===== src/rtl/program_loader.sv =====
// program_loader: byte-stream writer that fills main memory with a program image
// while the core is held in reset, then releases the core once the image is in place.
// Stream: 4-byte little-endian word count N, then N little-endian 32-bit words.
// Optional feature macro: PROGRAM_LOADER_CHECKSUM_EN adds a trailing XOR checksum byte
// (CHK state) that must match the XOR of all header and data bytes.
module program_loader #(
   parameter int unsigned DEPTH     = 2048,
   parameter int unsigned BASE_ADDR = 0
) (
   input  logic        clk,
   input  logic        rst,
   input  logic        in_valid,
   input  logic [7:0]  in_data,
   output logic        in_ready,
   input  logic        reload,
   output logic [31:0] write_address,
   output logic [31:0] write_data,
   output logic        write_enable,
   output logic        cpu_hold,
   output logic        done,
   output logic        error
);

   localparam int unsigned WORD_W = 32;
   localparam int unsigned BYTE_W = 8;

`ifdef PROGRAM_LOADER_CHECKSUM_EN
   typedef enum logic [2:0] {
      S_HDR, S_DATA, S_WRITE, S_DONE, S_ERR, S_CHK
   } state_t;
`else
   typedef enum logic [2:0] {
      S_HDR, S_DATA, S_WRITE, S_DONE, S_ERR
   } state_t;
`endif

   state_t              state;
   logic [1:0]          byte_idx;
   logic [WORD_W-1:0]   count;
   logic [WORD_W-1:0]   word_cnt;
   logic [WORD_W-1:0]   buffer;
`ifdef PROGRAM_LOADER_CHECKSUM_EN
   logic [BYTE_W-1:0]   csum;
`endif

   logic                accept_c;
   logic [4:0]          lane_c;
   logic [WORD_W-1:0]   hdr_full_c;
   logic [WORD_W-1:0]   word_full_c;
   logic                last_word_c;

   // Handshake, byte lane position and fully-assembled header/word values
   always_comb begin
      accept_c    = in_valid && in_ready;
      lane_c      = {byte_idx, 3'b000};
      hdr_full_c  = {in_data, count[23:0]};
      word_full_c = {in_data, buffer[23:0]};
      last_word_c = (word_cnt + 32'd1) == count;
   end

   // Loader state machine with registered outputs
   always_ff @(posedge clk or negedge rst) begin
      if (!rst) begin
         state         <= S_HDR;
         in_ready      <= 1'b1;
         write_enable  <= 1'b0;
         write_address <= WORD_W'(BASE_ADDR);
         write_data    <= '0;
         cpu_hold      <= 1'b1;
         done          <= 1'b0;
         error         <= 1'b0;
         byte_idx      <= 2'd0;
         word_cnt      <= '0;
         count         <= '0;
         buffer        <= '0;
`ifdef PROGRAM_LOADER_CHECKSUM_EN
         csum          <= '0;
`endif
      end else begin
         case (state)
            S_HDR: begin
               if (accept_c) begin
                  count[lane_c +: BYTE_W] <= in_data;
                  byte_idx <= byte_idx + 2'd1;
`ifdef PROGRAM_LOADER_CHECKSUM_EN
                  csum <= csum ^ in_data;
`endif
                  if (byte_idx == 2'd3) begin
                     if (hdr_full_c == '0) begin
`ifdef PROGRAM_LOADER_CHECKSUM_EN
                        state <= S_CHK;
`else
                        state    <= S_DONE;
                        done     <= 1'b1;
                        cpu_hold <= 1'b0;
                        in_ready <= 1'b0;
`endif
                     end else if (hdr_full_c > WORD_W'(DEPTH)) begin
                        state    <= S_ERR;
                        error    <= 1'b1;
                        cpu_hold <= 1'b1;
                        in_ready <= 1'b0;
                     end else begin
                        state <= S_DATA;
                     end
                  end
               end
            end

            S_DATA: begin
               if (accept_c) begin
                  buffer[lane_c +: BYTE_W] <= in_data;
                  byte_idx <= byte_idx + 2'd1;
`ifdef PROGRAM_LOADER_CHECKSUM_EN
                  csum <= csum ^ in_data;
`endif
                  if (byte_idx == 2'd3) begin
                     state         <= S_WRITE;
                     in_ready      <= 1'b0;
                     write_enable  <= 1'b1;
                     write_address <= WORD_W'(BASE_ADDR) + word_cnt;
                     write_data    <= word_full_c;
                  end
               end
            end

            S_WRITE: begin
               write_enable <= 1'b0;
               word_cnt     <= word_cnt + 32'd1;
               if (last_word_c) begin
`ifdef PROGRAM_LOADER_CHECKSUM_EN
                  state    <= S_CHK;
                  in_ready <= 1'b1;
`else
                  state    <= S_DONE;
                  done     <= 1'b1;
                  cpu_hold <= 1'b0;
`endif
               end else begin
                  state    <= S_DATA;
                  in_ready <= 1'b1;
               end
            end

`ifdef PROGRAM_LOADER_CHECKSUM_EN
            S_CHK: begin
               if (accept_c) begin
                  in_ready <= 1'b0;
                  if (in_data == csum) begin
                     state    <= S_DONE;
                     done     <= 1'b1;
                     cpu_hold <= 1'b0;
                  end else begin
                     state    <= S_ERR;
                     error    <= 1'b1;
                     cpu_hold <= 1'b1;
                  end
               end
            end
`endif

            S_DONE, S_ERR: begin
               if (reload) begin
                  state    <= S_HDR;
                  in_ready <= 1'b1;
                  cpu_hold <= 1'b1;
                  done     <= 1'b0;
                  error    <= 1'b0;
                  byte_idx <= 2'd0;
                  word_cnt <= '0;
                  count    <= '0;
`ifdef PROGRAM_LOADER_CHECKSUM_EN
                  csum     <= '0;
`endif
               end
            end

            default: begin
               state    <= S_HDR;
               in_ready <= 1'b1;
               byte_idx <= 2'd0;
            end
         endcase
      end
   end

endmodule


===== config.mk =====
export PLATFORM = sky130hd
export DESIGN_NAME = program_loader
export DESIGN_NICKNAME = d
export VERILOG_FILES = /design/src/rtl/program_loader.sv
export SDC_FILE = /design/constraint.sdc
export NUM_CORES = 1
export LEC_CHECK = 0
export BUFFER_PORTS_ARGS = -buffer_cell sky130_fd_sc_hd__buf_2
export CORE_MARGIN = 4
export CORE_UTILIZATION = 50
export CTS_CLUSTER_DIAMETER = 120
export CTS_CLUSTER_SIZE = 10
export DETAILED_ROUTE_END_ITERATION = 7
export GPL_TIMING_DRIVEN = 0
export MAX_ROUTING_LAYER = met4
export PLACE_DENSITY_LB_ADDON = 0.08
export SLEW_MARGIN = 20
export SYNTH_ARGS = -nofsm -noshare
export SYNTH_HDL_FRONTEND = slang
export SYNTH_SLANG_ARGS = --single-unit

===== constraint.sdc =====
create_clock -name clk -period 3.5 [get_ports clk]
set_input_delay 0.35 -clock clk [delete_from_list [all_inputs] [get_ports clk]]
set_output_delay 0.35 -clock clk [all_outputs]
set_load 0.02 [all_outputs]

==> metrics, run 1 <==
outcome=finished, final reports clean; Layout Utilization=59.3%; Core Area=15900 sq um; CP Launch Type=register; vias in the first global route=6476; CP arrival=3.61 ns; CTS H-tree lvls=4; max-slew violations=0; GR Overflow Total=0; critical path cell sequence=ha_1 -> buf_2 -> nand4_4 -> or4_4 -> or4_1 -> o211ai_1 -> and4_1 -> nand4_2 -> o31ai_4 -> a21oi_1 -> a21oi_1; Hold Violations, Final=0; post-CTS setup buffers=0; Routed Antenna Nets=0; multiplexer share of the synthesized area=7.94%; CP max stage delay=0.61 ns; RSZ-0062 raised after global routing=false; largest family of logic cells by synthesized area=simple AND/OR/NAND/NOR gates; row count=46; top post-synthesis cells by count=dfrtp_1, nand2_1, o21ai_0; total CTS buffers=17; xor and xnor area share after synthesis=4.33%; initial antenna violation count=0; Total Wirelength=22300 microns; R2R Setup Slk=0.23 ns; worst hold-check path type=input pin to register; Syn Nets=830; number of synthesized flops with an enable pin=0; Final min period=3.27 ns; top-count cell post-synth=dfrtp_1; Die Area=18300 sq um; diode count=0; adder-cell share of the synthesized area=0.774%; register area share after synthesis=50.2%; Max rail drop VDD=0.352 mV; Seq cells post-synth=162; synth warn=0; Hold Path Sink=done; Most common cell on crit path=a21oi_1; Slowest cell on crit path=or4_4; Power Total=4650 uW; P_leak=0.00447 uW; DRC viols=0; layout cells sized above 1=20.8%; Fmax=0.306 GHz; post-synth top area share=49.5%; largest buffer count on any clock path=2; Clk Tree Root Cell=clkbuf_16; worst hold start=reload; Max Cap Viol=0; largest net degree at the start of global routing=61; Syn Area/Cell=9.94 sq um; CTS sink cnt=162; via count=6678; Gate Count Post-Synth=813; WL/cell=19.6 microns; top_reg_cell synth=dfrtp_1; Synth Area in Simple Gates=17.5%; Initial Util=50.9%; Synth area leader=dfrtp_1; Area Overhead vs Synth=16.5%; worst relative slew slack=37.7%; WHS Path Cells=2; fin crit share=93.3%; R2R Path Start=word_cnt[1]; fraction of registers with async set/reset=100%; worst-case reg-to-reg path depth=11; DRC marker count from the first detailed-route iteration=488; Fin Clk Skew=0.0116 ns; Top Ports=81; worst r2r dst=done; Post-Synthesis Cell Area=8080 sq um; DP HPWL=15800 microns; Distinct cells, synth=60; first-pass GRT wire length=35900 microns; Worst-path clk slew=0.06 ns; worst skew pair latency=0.42 ns; Worst EP required=3.84 ns; crit path max fanout=9; Crit Path Class=register to register; critical path capture point type=register; vias per inst=5.88; port bufs=72; power density cells=493 nW/um^2; GP Congestion=0.931; Die Ht=135 microns; Tot GR Track Use=26.0%; post-synthesis compound-gate area fraction=15.5%; worst slew pin tran=0.928 ns; CP bufs+invs=1; top post-synthesis cells by area=dfrtp_1, mux2_2, o21ai_0; CTS tree=done; Worst path top cell family by delay=simple AND/OR/NAND/NOR gates; Die Width=135 microns; endpoints failing setup=0; FILL cells=1398; Pre-antenna DRT Iters=5; fin nets=924
## report_power, final
part | switching [uW] | internal (uW) | total [uW]
clock network | 777 | 1050 | 1820
logic | 500 | 264 | 764
registers | 92.0 | 1970 | 2060
total | 1370 | 3280 | 4650
## stage by stage
step,cells,setup WS (ns),hold slack [ns],cell area [sq um],setup TNS (ns)
floorplan,813,0.654,0.0544,8080,0
global placement,1101,-0.295,0.458,8710,-44.62
detailed placement,1103,0.124,0.276,8780,0
CTS,1136,0.0744,0.186,9370,0
global route,1136,0.0249,0.205,9410,0
finish,1136,0.235,0.207,9410,0
## cell usage in the layout, fill, tap and decap left out, types with 18 or more instances in the layout
master,n
nor2_1,31
nand4_1,18
nor4_1,18
o21ai_0,91
nand2_1,118
buf_2,82
a21oi_1,26
a22o_1,28
mux2_2,57
clkbuf_1,54
dfrtp_1,160
xnor2_1,23
## worst register-to-register path, delay by kind of cell, from the launching register on
kind / cells / cell delay, ns
compound gates: 4 / 0.63
fa+ha+maj: 1 / 0.18
flops: 1 / 0.44
simple gates: 5 / 1.76
buf+inv: 1 / 0.20
## layout make-up
class                           instances  area (sq um)  area share (%)
Buffer                                 63           250            2.66
Clock buffer                           23           478            5.08
Clock inverter                          9          98.8            1.05
Inverter                               14          52.6           0.558
Multi-Input combinational cell        574          3770            40.1
Sequential cell                       162          4060            43.1
Tap cell                              216           270            2.87
Timing Repair Buffer                   75           435            4.63
## state kept, by name (all words and copies together), names as in the netlist
signal and flops:
write_data 32, in_ready 1, buffer 24, byte_idx 2, word_cnt 32, write_address 32
error 1, state 3, write_enable 1, cpu_hold 1, done 1, count 32
## routing by layer
metal / global-route usage, % / part of all wire [%] / vias up
met5: - / 0 / -
met4: 7.78 / 2.0 / 0
met3: 4.38 / 5.0 / 37
met2: 39.9 / 47 / 204
met1: 35.8 / 46 / 3312
li1: - / - / 3125
## logic make-up (layout without fill, tap and decap cells)
group	Yosys count	in the layout
flops	162	162
buf+inv	77	184
xor+xnor	40	40
mux	57	57
compound gates	201	201
fa+ha+maj	5	5
simple gates	271	271
## worst max path at each step
stage / end / depth (start not counted) / slack, ns / start
finish: done / 11 / 0.23 / word_cnt[1]
global route: cpu_hold / 11 / 0.02 / word_cnt[1]
CTS: done / 11 / 0.07 / word_cnt[1]
floorplan: cpu_hold / 11 / 0.65 / word_cnt[1]
detailed placement: done / 11 / 0.12 / word_cnt[1]
global placement: write_data[16] / 1 / -0.30 / rst
## timing repair
item | CTS | global route
endpoints found under the setup margin | 0 | 4
hold buffers | 1 | 0
resized for setup | 0 | 4
endpoints found under the hold margin | 47 | 0
No activity file was read; power rests on OpenSTA's default activity.
==> run 2: changes to the inputs <==
--- a/config.mk
+++ b/config.mk
@@ -5,9 +5,10 @@
 export SDC_FILE = /design/constraint.sdc
 export NUM_CORES = 1
 export LEC_CHECK = 0
+export ABC_AREA = 1
 export BUFFER_PORTS_ARGS = -buffer_cell sky130_fd_sc_hd__buf_2
 export CORE_MARGIN = 4
-export CORE_UTILIZATION = 50
+export CORE_UTILIZATION = 35
 export CTS_CLUSTER_DIAMETER = 120
 export CTS_CLUSTER_SIZE = 10
 export DETAILED_ROUTE_END_ITERATION = 7
==> run 2 against run 1 <==
Against the previous run: clock power rose by 8%; sequential power rose by 2%; core utilization fell by 17 points; final cell count rose by 32%; clock skew rose by 0.0017 ns; clock-buffer cell count fell by 6; non-clock buffer count fell by 26; largest cell class unchanged; largest power group unchanged.
==> metrics, run 2 <==
outcome=finished, final reports clean; setup ws final=0.753 ns (+0.518 ns); GP Congestion=0.881 (-5.4%); Slowest cell on crit path=dfrtp_1; CP bufs+invs=4 (+3); WP depth=8 (-3); vias in the first global route=7392 (+14%); most frequent cells in the layout=nand2_1, dfrtp_1, inv_1; Top Ports=81 (unchanged); top post-synthesis cells by area=dfrtp_1, nand2_1, nand3_1; worst relative slew slack=37.2% (-0.49 points); worst slew pin tran=0.935 ns (+0.00730 ns); layout cells sized above 1=14.0% (-6.7 points); Area Overhead vs Synth=17.9%; fraction of registers with async set/reset=100% (unchanged); Fin Clk Skew=0.0133 ns (+0.00167 ns); CTS tree=done; Routed Antenna Nets=0 (unchanged); RSZ-0062 raised after global routing=false; number of synthesized flops with an enable pin=0 (unchanged); total CTS buffers=17 (unchanged); setup TNS=0 ns (unchanged); Synth area leader=dfrtp_1; vias per inst=4.93 (-16%); dpl ws=0.778 ns (+0.654 ns); power density cells=560 nW/um^2 (+14%); Die Width=162 microns (+20%); Syn Area/Cell=7.76 sq um (-22%); commonest non-fill, non-tap cell in the layout=nand2_1; multiplexer share of the synthesized area=2.17% (-5.8 points); DRC viols=0 (unchanged); largest buffer count on any clock path=2 (unchanged); via count=7417 (+11%); largest net degree at the start of global routing=71 (+16%); Worst EP required=3.86 ns (+0.02 ns); post-cts sizing count=0 (unchanged); Crit Path Class=register to register; Die Area=26200 sq um (+44%); largest family of logic cells by synthesized area=simple AND/OR/NAND/NOR gates; Post-Synthesis Cell Area=8290 sq um (+2.6%); Max rail drop VDD=0.341 mV (-3.1%); top_reg_cell synth=dfrtp_1; worst-case reg-to-reg path depth=8 (-3); top-count cell post-synth=nand2_1; synth warn=0 (unchanged); fin nets=1187 (+28%); Distinct cells, synth=33 (-45%); WL/cell=17.4 microns (-12%); CP max stage delay=0.42 ns (-0.19 ns); Worst path top cell family by delay=buffers and inverters; Die Ht=162 microns (+20%); GR Overflow Total=0 (unchanged); Core Area=23400 sq um (+47%); max-slew violations=0 (unchanged); Total Wirelength=26100 microns (+17%); port bufs=80 (+11%); WHS Path Cells=4 (+2); first-pass GRT wire length=41700 microns (+16%); worst hold-check path type=input pin to register; DP HPWL=20200 microns (+28%); row count=56 (+22%); critical path capture point type=register; top post-synthesis cells by count=nand2_1, dfrtp_1, inv_1; placed cell areas=9150 sq um (+4.2%); Max Cap Viol=0 (unchanged); CTS H-tree lvls=4 (unchanged); Initial Util=35.4% (-15 points); Gate Count Post-Synth=1068 (+31%); post-route cell area=9780 sq um (+3.9%); P_leak=0.00495 uW (+11%); adder-cell share of the synthesized area=0.755% (-0.019 points); Synth Area in Simple Gates=31.0% (+13 points); Clk Tree Root Cell=clkbuf_16; fin crit share=78.5% (-15 points); register area share after synthesis=48.9% (-1.2 points); post-synth top area share=48.3% (-1.2 points); critical path cell sequence=inv_1 -> clkbuf_1 -> ha_1 -> inv_1 -> nor2_1 -> clkbuf_1 -> nand3_1 -> o21ai_0; post-CTS setup buffers=0 (unchanged); Syn Nets=1085 (+31%); post-synthesis compound-gate area fraction=9.80% (-5.7 points); initial antenna violation count=1 (+1); CTS sink cnt=162 (unchanged); Fmax=0.364 GHz (+19%); xor and xnor area share after synthesis=0.211% (-4.1 points); Seq cells post-synth=162 (unchanged); CP arrival=3.11 ns (-0.50 ns); Pre-antenna DRT Iters=6 (+1); DRC marker count from the first detailed-route iteration=706 (+45%); Worst-path clk slew=0.08 ns (+0.02 ns); hold bufs inserted after CTS=1 (unchanged); worst skew pair latency=0.44 ns (+0.02 ns); Final min period=2.75 ns (-0.518 ns); endpoints failing setup=0 (unchanged); Hold Violations, Final=0 (unchanged); Tot GR Track Use=21.1% (-4.9 points); crit path max fanout=11 (+2); CP Launch Type=register
-- run 2: logic make-up after synthesis --
kind of cell | Yosys count
multiplexers | 16
flip-flops | 162
adder cells (fa/ha/maj) | 5
XOR/XNOR | 2
AND/OR/NAND/NOR | 580
AO/OA/AOI/OAI | 146
buffers and inverters | 157
-- run 2: layer usage --
metal | routed length (microns) | GRT usage [%] | vias up
met1 | 12800 | 29.1 | 3441
met4 | 748 | 7.11 | 0
met2 | 11500 | 31.7 | 199
met5 | 0 | - | -
li1 | - | - | 3734
met3 | 1120 | 3.81 | 43
-- run 2: worst paths after layout --
path	startpoint	end	slack (ns)
setup / recovery	byte_idx[0]	buffer[22]	0.75
hold / removal	reload	state[1]	0.23
setup reg to reg	byte_idx[0]	buffer[22]	0.75
hold reg to reg	cpu_hold	cpu_hold	0.47
max in group asynchronous	rst	in_ready	2.08
min in group asynchronous	rst	word_cnt[16]	0.37
-- run 2: cell type report --
class                      instances  area, sq um
antenna                            1         2.50
buffer                            29          114
clock buffer                      17          425
clock inverter                    15          185
fill                            2516        13600
inverter                         128          480
multi-input combinational        749         3640
sequential                       162         4060
tap                              319          399
timing repair buffer              83          475
-- run 2: where the power goes --
group	internal, uW	total, uW	switching (uW)
Clock	1030	1960	931
Combinational	391	1410	1020
Sequential	2010	2110	102
-- run 2: stage by stage --
step / hold slack (ns) / instances / util (%) / total power, uW
floorplan: 0.0544 / 1068 / - / 3070
global placement: 0.460 / 1467 / 38.8 / 3540
detailed placement: 0.245 / 1469 / 39.1 / 3560
CTS: 0.212 / 1502 / 41.8 / 5530
global route: 0.241 / 1503 / 41.8 / 5790
finish: 0.231 / 1503 / 41.8 / 5480
-- run 2: tightest hold or removal path, delay by kind of cell --
| kind | cells | cell delay [ns] |
|---|---|---|
| buf+inv | 1 | 0.11 |
| simple gates | 3 | 0.17 |
